## src/rtl/y86_writeback_rf_if.sv

```systemverilog
// Writeback/register-file port bundle: M-stage inputs, W control, decode read ports and status outputs.
// No timing of its own; the master drives the stage inputs and the slave returns the read data and status.
interface y86_writeback_rf_if #(
  parameter int DATA_W = 64,
  parameter int CNT_W  = 32
);
  logic              w_stall;
  logic              w_bubble;
  logic [3:0]        m_icode;
  logic              m_cnd;
  logic [2:0]        m_stat;
  logic [3:0]        m_rA;
  logic [3:0]        m_rB;
  logic [DATA_W-1:0] m_valE;
  logic [DATA_W-1:0] m_valM;
  logic [3:0]        srcA;
  logic [3:0]        srcB;
  logic [DATA_W-1:0] valA;
  logic [DATA_W-1:0] valB;
  logic [3:0]        dstE;
  logic [3:0]        dstM;
  logic [2:0]        w_stat;
  logic              halted;
  logic [CNT_W-1:0]  retired;

  modport master (
    output w_stall, w_bubble, m_icode, m_cnd, m_stat, m_rA, m_rB, m_valE, m_valM, srcA, srcB,
    input  valA, valB, dstE, dstM, w_stat, halted, retired
  );

  modport slave (
    input  w_stall, w_bubble, m_icode, m_cnd, m_stat, m_rA, m_rB, m_valE, m_valM, srcA, srcB,
    output valA, valB, dstE, dstM, w_stat, halted, retired
  );
endinterface

```

## src/rtl/y86_writeback_rf.sv

```systemverilog
// PIPE writeback stage: W register, dstE/dstM decode, register file with write-through read ports.
// Reads are combinational; the W register holds on w_stall while its commit repeats idempotently.
module y86_writeback_rf #(
  parameter int DATA_W = 64,
  parameter int NREGS  = 15,
  parameter int RSP_ID = 4,
  parameter int CNT_W  = 32
) (
  input  logic            clk,
  input  logic            rst,
  y86_writeback_rf_if.slave wb
);

  localparam logic [3:0] RNONE    = 4'hF;
  localparam logic [3:0] RSP      = 4'(RSP_ID);
  localparam logic [4:0] NREGS_L  = 5'(NREGS);
  localparam logic [2:0] STAT_AOK = 3'd1;

  localparam logic [3:0] I_NOP   = 4'h1;
  localparam logic [3:0] I_CMOV  = 4'h2;
  localparam logic [3:0] I_IRMOV = 4'h3;
  localparam logic [3:0] I_MRMOV = 4'h5;
  localparam logic [3:0] I_OP    = 4'h6;
  localparam logic [3:0] I_CALL  = 4'h8;
  localparam logic [3:0] I_RET   = 4'h9;
  localparam logic [3:0] I_PUSH  = 4'hA;
  localparam logic [3:0] I_POP   = 4'hB;

  logic [3:0]        r_icode;
  logic              r_cnd;
  logic [2:0]        r_stat;
  logic [3:0]        r_rA;
  logic [3:0]        r_rB;
  logic [DATA_W-1:0] r_valE;
  logic [DATA_W-1:0] r_valM;
  logic [DATA_W-1:0] r_rf [16];
  logic              r_halted;
  logic [CNT_W-1:0]  r_retired;

  logic [3:0]        w_dstE;
  logic [3:0]        w_dstM;
  logic              w_commit;
  logic              w_weE;
  logic              w_weM;
  logic [DATA_W-1:0] w_valA;
  logic [DATA_W-1:0] w_valB;

  function automatic logic f_in_rf(input logic [3:0] id);
    return (id != RNONE) && ({1'b0, id} < NREGS_L);
  endfunction

  always_ff @(posedge clk) begin
    if (rst || (!wb.w_stall && wb.w_bubble)) begin
      r_icode <= I_NOP;
      r_cnd   <= 1'b0;
      r_stat  <= STAT_AOK;
      r_rA    <= RNONE;
      r_rB    <= RNONE;
      r_valE  <= '0;
      r_valM  <= '0;
    end else if (!wb.w_stall) begin
      r_icode <= wb.m_icode;
      r_cnd   <= wb.m_cnd;
      r_stat  <= wb.m_stat;
      r_rA    <= wb.m_rA;
      r_rB    <= wb.m_rB;
      r_valE  <= wb.m_valE;
      r_valM  <= wb.m_valM;
    end
  end

  always_comb begin
    w_dstE = RNONE;
    w_dstM = RNONE;
    case (r_icode)
      I_CMOV:                 if (r_cnd) w_dstE = r_rB;
      I_IRMOV, I_OP:          w_dstE = r_rB;
      I_CALL, I_RET, I_PUSH:  w_dstE = RSP;
      I_POP: begin
        w_dstE = RSP;
        w_dstM = r_rA;
      end
      I_MRMOV:                w_dstM = r_rA;
      default: ;
    endcase
  end

  // A faulting instruction, and everything after it, never reaches the register file.
  assign w_commit = !r_halted && (r_stat == STAT_AOK);
  assign w_weE    = w_commit && f_in_rf(w_dstE);
  assign w_weM    = w_commit && f_in_rf(w_dstM);

  // The M port is checked first so popq %rsp leaves the loaded value in %rsp.
  always_ff @(posedge clk) begin
    for (int i = 0; i < 16; i++) begin
      if (rst) begin
        r_rf[i] <= '0;
      end else if (w_weM && (w_dstM == 4'(i))) begin
        r_rf[i] <= r_valM;
      end else if (w_weE && (w_dstE == 4'(i))) begin
        r_rf[i] <= r_valE;
      end
    end
  end

  always_comb begin
    w_valA = '0;
    if (f_in_rf(wb.srcA)) begin
      if (w_weM && (wb.srcA == w_dstM))      w_valA = r_valM;
      else if (w_weE && (wb.srcA == w_dstE)) w_valA = r_valE;
      else                                   w_valA = r_rf[wb.srcA];
    end
  end

  always_comb begin
    w_valB = '0;
    if (f_in_rf(wb.srcB)) begin
      if (w_weM && (wb.srcB == w_dstM))      w_valB = r_valM;
      else if (w_weE && (wb.srcB == w_dstE)) w_valB = r_valE;
      else                                   w_valB = r_rf[wb.srcB];
    end
  end

  always_ff @(posedge clk) begin
    if (rst) begin
      r_halted  <= 1'b0;
      r_retired <= '0;
    end else begin
      if (r_stat != STAT_AOK) r_halted <= 1'b1;
      if ((r_icode != I_NOP) && !wb.w_stall && !r_halted) r_retired <= r_retired + 1'b1;
    end
  end

  assign wb.valA    = w_valA;
  assign wb.valB    = w_valB;
  assign wb.dstE    = w_dstE;
  assign wb.dstM    = w_dstM;
  assign wb.w_stat  = r_stat;
  assign wb.halted  = r_halted;
  assign wb.retired = r_retired;

endmodule

```

## src/flat_wrapper.sv

```systemverilog
// flat-port wrapper written by rule: the top's interface ports become plain ports
module y86_writeback_rf_flat 
#(
  parameter int DATA_W = 64,
  parameter int NREGS  = 15,
  parameter int RSP_ID = 4,
  parameter int CNT_W  = 32
)
  (clk, rst, wb_w_stall, wb_w_bubble, wb_m_icode, wb_m_cnd, wb_m_stat, wb_m_rA, wb_m_rB, wb_m_valE, wb_m_valM, wb_srcA, wb_srcB, wb_valA, wb_valB, wb_dstE, wb_dstM, wb_w_stat, wb_halted, wb_retired);
  y86_writeback_rf_if #(.DATA_W(DATA_W), .CNT_W(CNT_W)) wb_i ();
  input  logic clk;
  input  logic rst;
  input wire logic [$bits(wb_i.w_stall)-1:0] wb_w_stall;
  input wire logic [$bits(wb_i.w_bubble)-1:0] wb_w_bubble;
  input wire logic [$bits(wb_i.m_icode)-1:0] wb_m_icode;
  input wire logic [$bits(wb_i.m_cnd)-1:0] wb_m_cnd;
  input wire logic [$bits(wb_i.m_stat)-1:0] wb_m_stat;
  input wire logic [$bits(wb_i.m_rA)-1:0] wb_m_rA;
  input wire logic [$bits(wb_i.m_rB)-1:0] wb_m_rB;
  input wire logic [$bits(wb_i.m_valE)-1:0] wb_m_valE;
  input wire logic [$bits(wb_i.m_valM)-1:0] wb_m_valM;
  input wire logic [$bits(wb_i.srcA)-1:0] wb_srcA;
  input wire logic [$bits(wb_i.srcB)-1:0] wb_srcB;
  output wire logic [$bits(wb_i.valA)-1:0] wb_valA;
  output wire logic [$bits(wb_i.valB)-1:0] wb_valB;
  output wire logic [$bits(wb_i.dstE)-1:0] wb_dstE;
  output wire logic [$bits(wb_i.dstM)-1:0] wb_dstM;
  output wire logic [$bits(wb_i.w_stat)-1:0] wb_w_stat;
  output wire logic [$bits(wb_i.halted)-1:0] wb_halted;
  output wire logic [$bits(wb_i.retired)-1:0] wb_retired;
  assign wb_i.w_stall = wb_w_stall;
  assign wb_i.w_bubble = wb_w_bubble;
  assign wb_i.m_icode = wb_m_icode;
  assign wb_i.m_cnd = wb_m_cnd;
  assign wb_i.m_stat = wb_m_stat;
  assign wb_i.m_rA = wb_m_rA;
  assign wb_i.m_rB = wb_m_rB;
  assign wb_i.m_valE = wb_m_valE;
  assign wb_i.m_valM = wb_m_valM;
  assign wb_i.srcA = wb_srcA;
  assign wb_i.srcB = wb_srcB;
  assign wb_valA = wb_i.valA;
  assign wb_valB = wb_i.valB;
  assign wb_dstE = wb_i.dstE;
  assign wb_dstM = wb_i.dstM;
  assign wb_w_stat = wb_i.w_stat;
  assign wb_halted = wb_i.halted;
  assign wb_retired = wb_i.retired;
  y86_writeback_rf #(.DATA_W(DATA_W), .NREGS(NREGS), .RSP_ID(RSP_ID), .CNT_W(CNT_W)) u_core (.clk(clk), .rst(rst), .wb(wb_i));
endmodule
```

## config.mk

```make
export PLATFORM = sky130hd
export DESIGN_NAME = y86_writeback_rf_flat
export DESIGN_NICKNAME = d
export VERILOG_FILES = /design/src/rtl/y86_writeback_rf_if.sv /design/src/rtl/y86_writeback_rf.sv /design/src/flat_wrapper.sv
export SDC_FILE = /design/constraint.sdc
export NUM_CORES = 2
export LEC_CHECK = 0
export BUFFER_PORTS_ARGS = -buffer_cell sky130_fd_sc_hd__buf_2
export CORE_UTILIZATION = 51
export CTS_CLUSTER_SIZE = 28
export DETAILED_ROUTE_END_ITERATION = 8
export GPL_ROUTABILITY_DRIVEN = 0
export PLACE_DENSITY = 0.79
export SKIP_LAST_GASP = 1
export SYNTH_ARGS = -nofsm -noshare
export SYNTH_HDL_FRONTEND = slang
export SYNTH_SLANG_ARGS = --single-unit
```

## constraint.sdc

```tcl
create_clock -name clk -period 16.3 [get_ports clk]
set_input_delay 2.445 -clock clk [delete_from_list [all_inputs] [get_ports clk]]
set_output_delay 2.445 -clock clk [all_outputs]
set_load 0.005 [all_outputs]
```

* Word level (Yosys, flattened, before mapping)
Memory sizes are Yosys's and may differ from the RTL's. Cells that the tools add are included.
Word-level totals: bits in writable memories 1024, memories kept 1, logic and storage cells 305, flip-flop bits (word level) 177, output and inout bits 172
Memories:
- u_core.r_rf | words 16, width 64, rd ports 2, clocked after memory_dff 0, wr ports 16, line y86_writeback_rf.sv:36 | logic [DATA_W-1:0] r_rf [16];
Operators by class: multiplexer cells 155, bitwise gates (word level) 32, reduce and logical (&&, ||, !) cells 54, $lt $le $gt $ge 4, add/sub/neg operators 1, equality and inequality tests 49
Operators with widths (number):
- 64-bit 2-to-1 mux | 38
- 1-bit 2-to-1 mux | 114
- 4-bit equality test, second input constant | 20
- 1-bit logical AND | 46
- 4-bit by 3-bit equality test with 1-bit output, second input constant | 10
- 32-bit by 1-bit adder with 32-bit output, second input constant | 1
- 1-bit OR | 32
- 4-bit by 2-bit equality test with 1-bit output, second input constant | 6
- 4-bit equality test | 4
- 4-bit < comparator, second input constant | 4
- 4-bit != test, second input constant | 4
- 4-bit case mux with 3 select lines | 1
- 4-bit by 1-bit equality test with 1-bit output, second input constant | 2
- 4-bit logical NOT | 2
- 4-bit 2-to-1 mux | 2
- 4-bit by 1-bit != test with 1-bit output, second input constant | 1
- 2-bit OR reduction | 2
- 4-bit OR reduction | 1
- 3-bit by 1-bit equality test with 1-bit output, second input constant | 1
- 3-bit by 1-bit != test with 1-bit output, second input constant | 1
- 1-bit logical NOT | 2
- 1-bit logical OR | 1

* Longest topological paths before layout
depth after elaboration 12, gate-level depth with buffers 11, mapped depth without buffers 7

* Least setup slack after synthesis
Ideal clock, no wire load.
kind in2out, from in wb_srcA[0], to out wb_valA[48], data required time 13855 ps, path slack 8891 ps, arrival 4964 ps, stages on the path 7, path buffers 3, cells stage by stage clkbuf_1 > buf_2 > buf_1 > mux4_2 > mux4_2 > and3_1 > a221o_1
On the way: word-level cells in the longest chain between the ends 5
Ends and longest elaborated chain:
- from (decl) | line flat_wrapper.sv:22 | input wire logic [$bits(wb_i.srcA)-1:0] wb_srcA;
- parallel branches: the longest is 4 deep, another holds memory read 16 x 64 bit
- 64-bit 2-to-1 mux * | line y86_writeback_rf.sv:108 | if (f_in_rf(wb.srcA)) begin
- to (decl) | line flat_wrapper.sv:24 | output wire logic [$bits(wb_i.valA)-1:0] wb_valA;
Mark *: on every way between the ends.

* Worst setup path in the final report
from in wb_srcB[0], to out wb_valB[43]
On the way: word-level cells in the longest chain between the ends 5
Ends and longest elaborated chain:
- from (decl) | line flat_wrapper.sv:23 | input wire logic [$bits(wb_i.srcB)-1:0] wb_srcB;
- parallel branches: the longest is 4 deep, another holds memory read 16 x 64 bit
- 64-bit 2-to-1 mux * | line y86_writeback_rf.sv:117 | if (f_in_rf(wb.srcB)) begin
- to (decl) | line flat_wrapper.sv:25 | output wire logic [$bits(wb_i.valB)-1:0] wb_valB;
Marks and branches as above.

==> flow_summary_export.csv <==
group,metric,value,unit
status,outcome,"finished, final reports clean",
timing,worst_slack,7190,ps
drt,detail-route-antenna-nets,0,
floorplan,core_area,128000,um2
floorplan,num_io_pins,328,
synthesis,async_reset_ff_frac,0,
timing,setup_viol,0,
drt,drc,0,
power,power.clock.fraction,0.403,
global_routing,grt_pass1_vias,47706,
clocking,post_cts_buffers,0,
power,power.share.switching,0.251,
clocking,cts_buffers,132,
critical_path,startpoint_type,"input port",
critical_path,cpLargestDelayFamily,"buffers and inverters",
drt,wl_per_cell,38.7,um
placed_design,hpwl,128000,um
floorplan,die_h,361,um
floorplan,num_rows,131,
drt,vias,48749,
power,p_sw,1.85,mW
placed_design,place_inst,5893,
timing,worst_pin_slew,1280,ps
drt,via_per_inst,7.96,
critical_path,critPathSlowestCell,"buf_4",
placed_design,dpl_worst_slack,7230,ps
power,pwr-share-comb,0.108,
clocking,cts_hold_buf,0,
synthesis,synth_seq_cells,1201,
power,p_leak,25.9,nW
clocking,clock_sinks,1201,
critical_path,timing.rr.start,"u_core.r_icode[0]$_SDFFE_PP1N_",
job,maxCapViolCount,0,
global_routing,grt_max_degree,131,
power,ir_worst_vdd,0.000117,V
timing,relSlewSlack,0.145,
timing,fin_crit_sh,0.559,
min_path,min_path_type,"register to register",
clocking,htree_levels,4,
cells_and_area,area.growth.synth_to_final,10.8,%
timing,max_freq,110,MHz
critical_path,cp_num_cells,8,
timing,clock_skew,32.6,ps
timing,fin_crit,9110,ps
cells_and_area,n_fill_cell,9559,
critical_path,critPathKind,"input port to output port",
synthesis,synth_ff_type,"edfxtp_1",
critical_path,max_stage_delay,880,ps
critical_path,crit_path_end,"wb_valB[43]",
critical_path,crit_arrival,6670,ps
critical_path,crit_fanout,67,
timing,drv_slew,0,
placed_design,place_area,68800,um2
global_routing,grt_overflow_total,0,
clocking,path_clk_slew,60,ps
clocking,ctsResizeCount,0,
power,p_int,5.51,mW
global_routing,grt_pass1_wl,336000,um
floorplan,die_area,131000,um2
global_routing,track_usage,0.357,
min_path,holdCritStartpoint,"u_core.wb.retired[23]$_SDFFE_PP0P_",
critical_path,path_buf_inv,4,
synthesis,syn_area,65900,um2
synthesis,yosys_warnings,0,
timing,hold_viol,0,
placed_design,port_buffers,327,
critical_path,startpoint,"wb_srcB[0]",
timing,hold_slack,501,ps
critical_path,critical_path.cell_chain,"buf_8 > buf_4 > buf_4 > mux4_2 > mux4_2 > mux2i_1 > o22ai_1 > buf_2",
synthesis,syn_avg_cell_area,15.0,um2
drt,dr.first_iter.drc_count,8979,
cells_and_area,final_util,0.571,
power,seq_power_share,0.488,
floorplan,initial_core_util,0.515,
critical_path,r2r-end,"u_core.r_rf[10][26]$_DFFE_PP_",
timing,rsz0062_at_grt,"no",
timing,finalSetupTns,0,ps
clocking,clockBufferDepth,3,
clocking,cts-root-buf,"clkbuf_16",
clocking,cts_tree,"yes",
global_routing,grt_antenna_before_repair,2,
cells_and_area,drive_gt1_frac,0.303,
synthesis,ys_seq_area_frac,0.521,
power,powerDensity,101,nW/um2
synthesis,synth_edf_count,1024,
synthesis,ys_types,59,
critical_path,endpoint_kind,"output port",
drt,wl,237000,um
synthesis,synthCells,4391,
cells_and_area,layoutNonFillerInstCount,6127,
drt,firstDrtPassIters,8,
floorplan,die_w,361,um
critical_path,rrSetupSlack,10960,ps
clocking,clk_latency,790,ps
cells_and_area,layout.nets,4522,
critical_path,r2r_cells,6,
cells_and_area,design_area,73000,um2
power,p_total,7.36,mW
critical_path,worstPathRequired,13860,ps
-- cell usage in the layout, fill, tap and decap left out, drive strengths merged, types with 14 or more instances in the layout --
cell type and count:
clkinv 48, conb 64, nor3 17, nor2 202, dfxtp 177, mux4 640, edfxtp 1024, buf 463
inv 85, xnor2 23, and3 72, mux2i 209, nand3 14, a22o 960, o22ai 66, clkbuf 167
a221o 64, xor2 14, nand2 39
-- kinds of logic after synthesis --
group,synth area share
compound gates,0.150
xor+xnor,0.00492
fa+ha+maj,0.000190
buf+inv,0.0442
flops,0.521
mux,0.251
other cells,0.0000569
simple gates,0.0293
-- cell type report --
cell class | instances | area (um2) | share of cell area
sequential | 1201 | 34300 | 0.470
multi-input combinational | 2489 | 29400 | 0.403
clock buffer | 167 | 3620 | 0.0496
timing repair buffer | 463 | 2760 | 0.0378
tap | 1662 | 2080 | 0.0285
clock inverter | 66 | 546 | 0.00747
inverter | 78 | 293 | 0.00401
antenna | 1 | 2.50 | 0.0000343
-- power by group through the flow --
stage,sequential [mW],clock [mW],combinational (mW)
floorplan,3.56,0,0.560
global placement,3.63,0,0.766
detailed placement,3.65,0,0.776
CTS,3.58,2.96,0.779
global route,3.60,3.07,0.818
finish,3.59,2.97,0.795
-- registers in the layout, indices dropped and copies added, names as in the netlist --
signal,flops
u_core.r_rB,4
u_core.wb.halted,1
u_core.r_cnd,1
u_core.r_rf,1024
u_core.wb.w_stat,3
u_core.r_valM,64
u_core.r_icode,4
u_core.r_valE,64
u_core.wb.retired,32
u_core.r_rA,4
-- per-layer routing --
layer,part of all wire,global-route usage,vias up
met4,0.074,0.218,2
li1,-,-,18198
met1,0.32,0.443,23992
met2,0.44,0.532,5304
met5,0.000030,0,-
met3,0.17,0.132,1253
-- Yosys cell counts, drive strengths merged, types with 17 or more instances --
library cell / count / area share
a221o: 64 / 0.0097
a22o: 960 / 0.13
and3: 72 / 0.0068
buf: 89 / 0.0058
clkbuf: 597 / 0.034
dfxtp: 177 / 0.054
edfxtp: 1024 / 0.47
inv: 78 / 0.0044
mux2i: 209 / 0.032
mux4: 640 / 0.22
nand2: 39 / 0.0022
nor2: 202 / 0.012
nor3: 17 / 0.0017
o22ai: 66 / 0.0063
xnor2: 23 / 0.0031
-- worst min-delay path, stage by stage, from the launching register on --
cell	delay (ps)
dfxtp_1	330
o21ai_0	70
a21oi_1	60
-- how the worst min path moves through the flow --
stage / end / slack [ps] / depth (start not counted)
2_1_floorplan: u_core.wb.retired[21]$_SDFFE_PP0P_ / 480 / 2
3_3_place_gp: u_core.r_valE[19]$_SDFFE_PP0N_ / 480 / 2
3_5_place_dp: u_core.wb.retired[23]$_SDFFE_PP0P_ / 490 / 2
4_1_cts: u_core.wb.retired[23]$_SDFFE_PP0P_ / 500 / 2
5_1_grt: u_core.wb.retired[23]$_SDFFE_PP0P_ / 520 / 2
6_report: u_core.wb.retired[23]$_SDFFE_PP0P_ / 500 / 2
(Power assumes the default switching activity.)
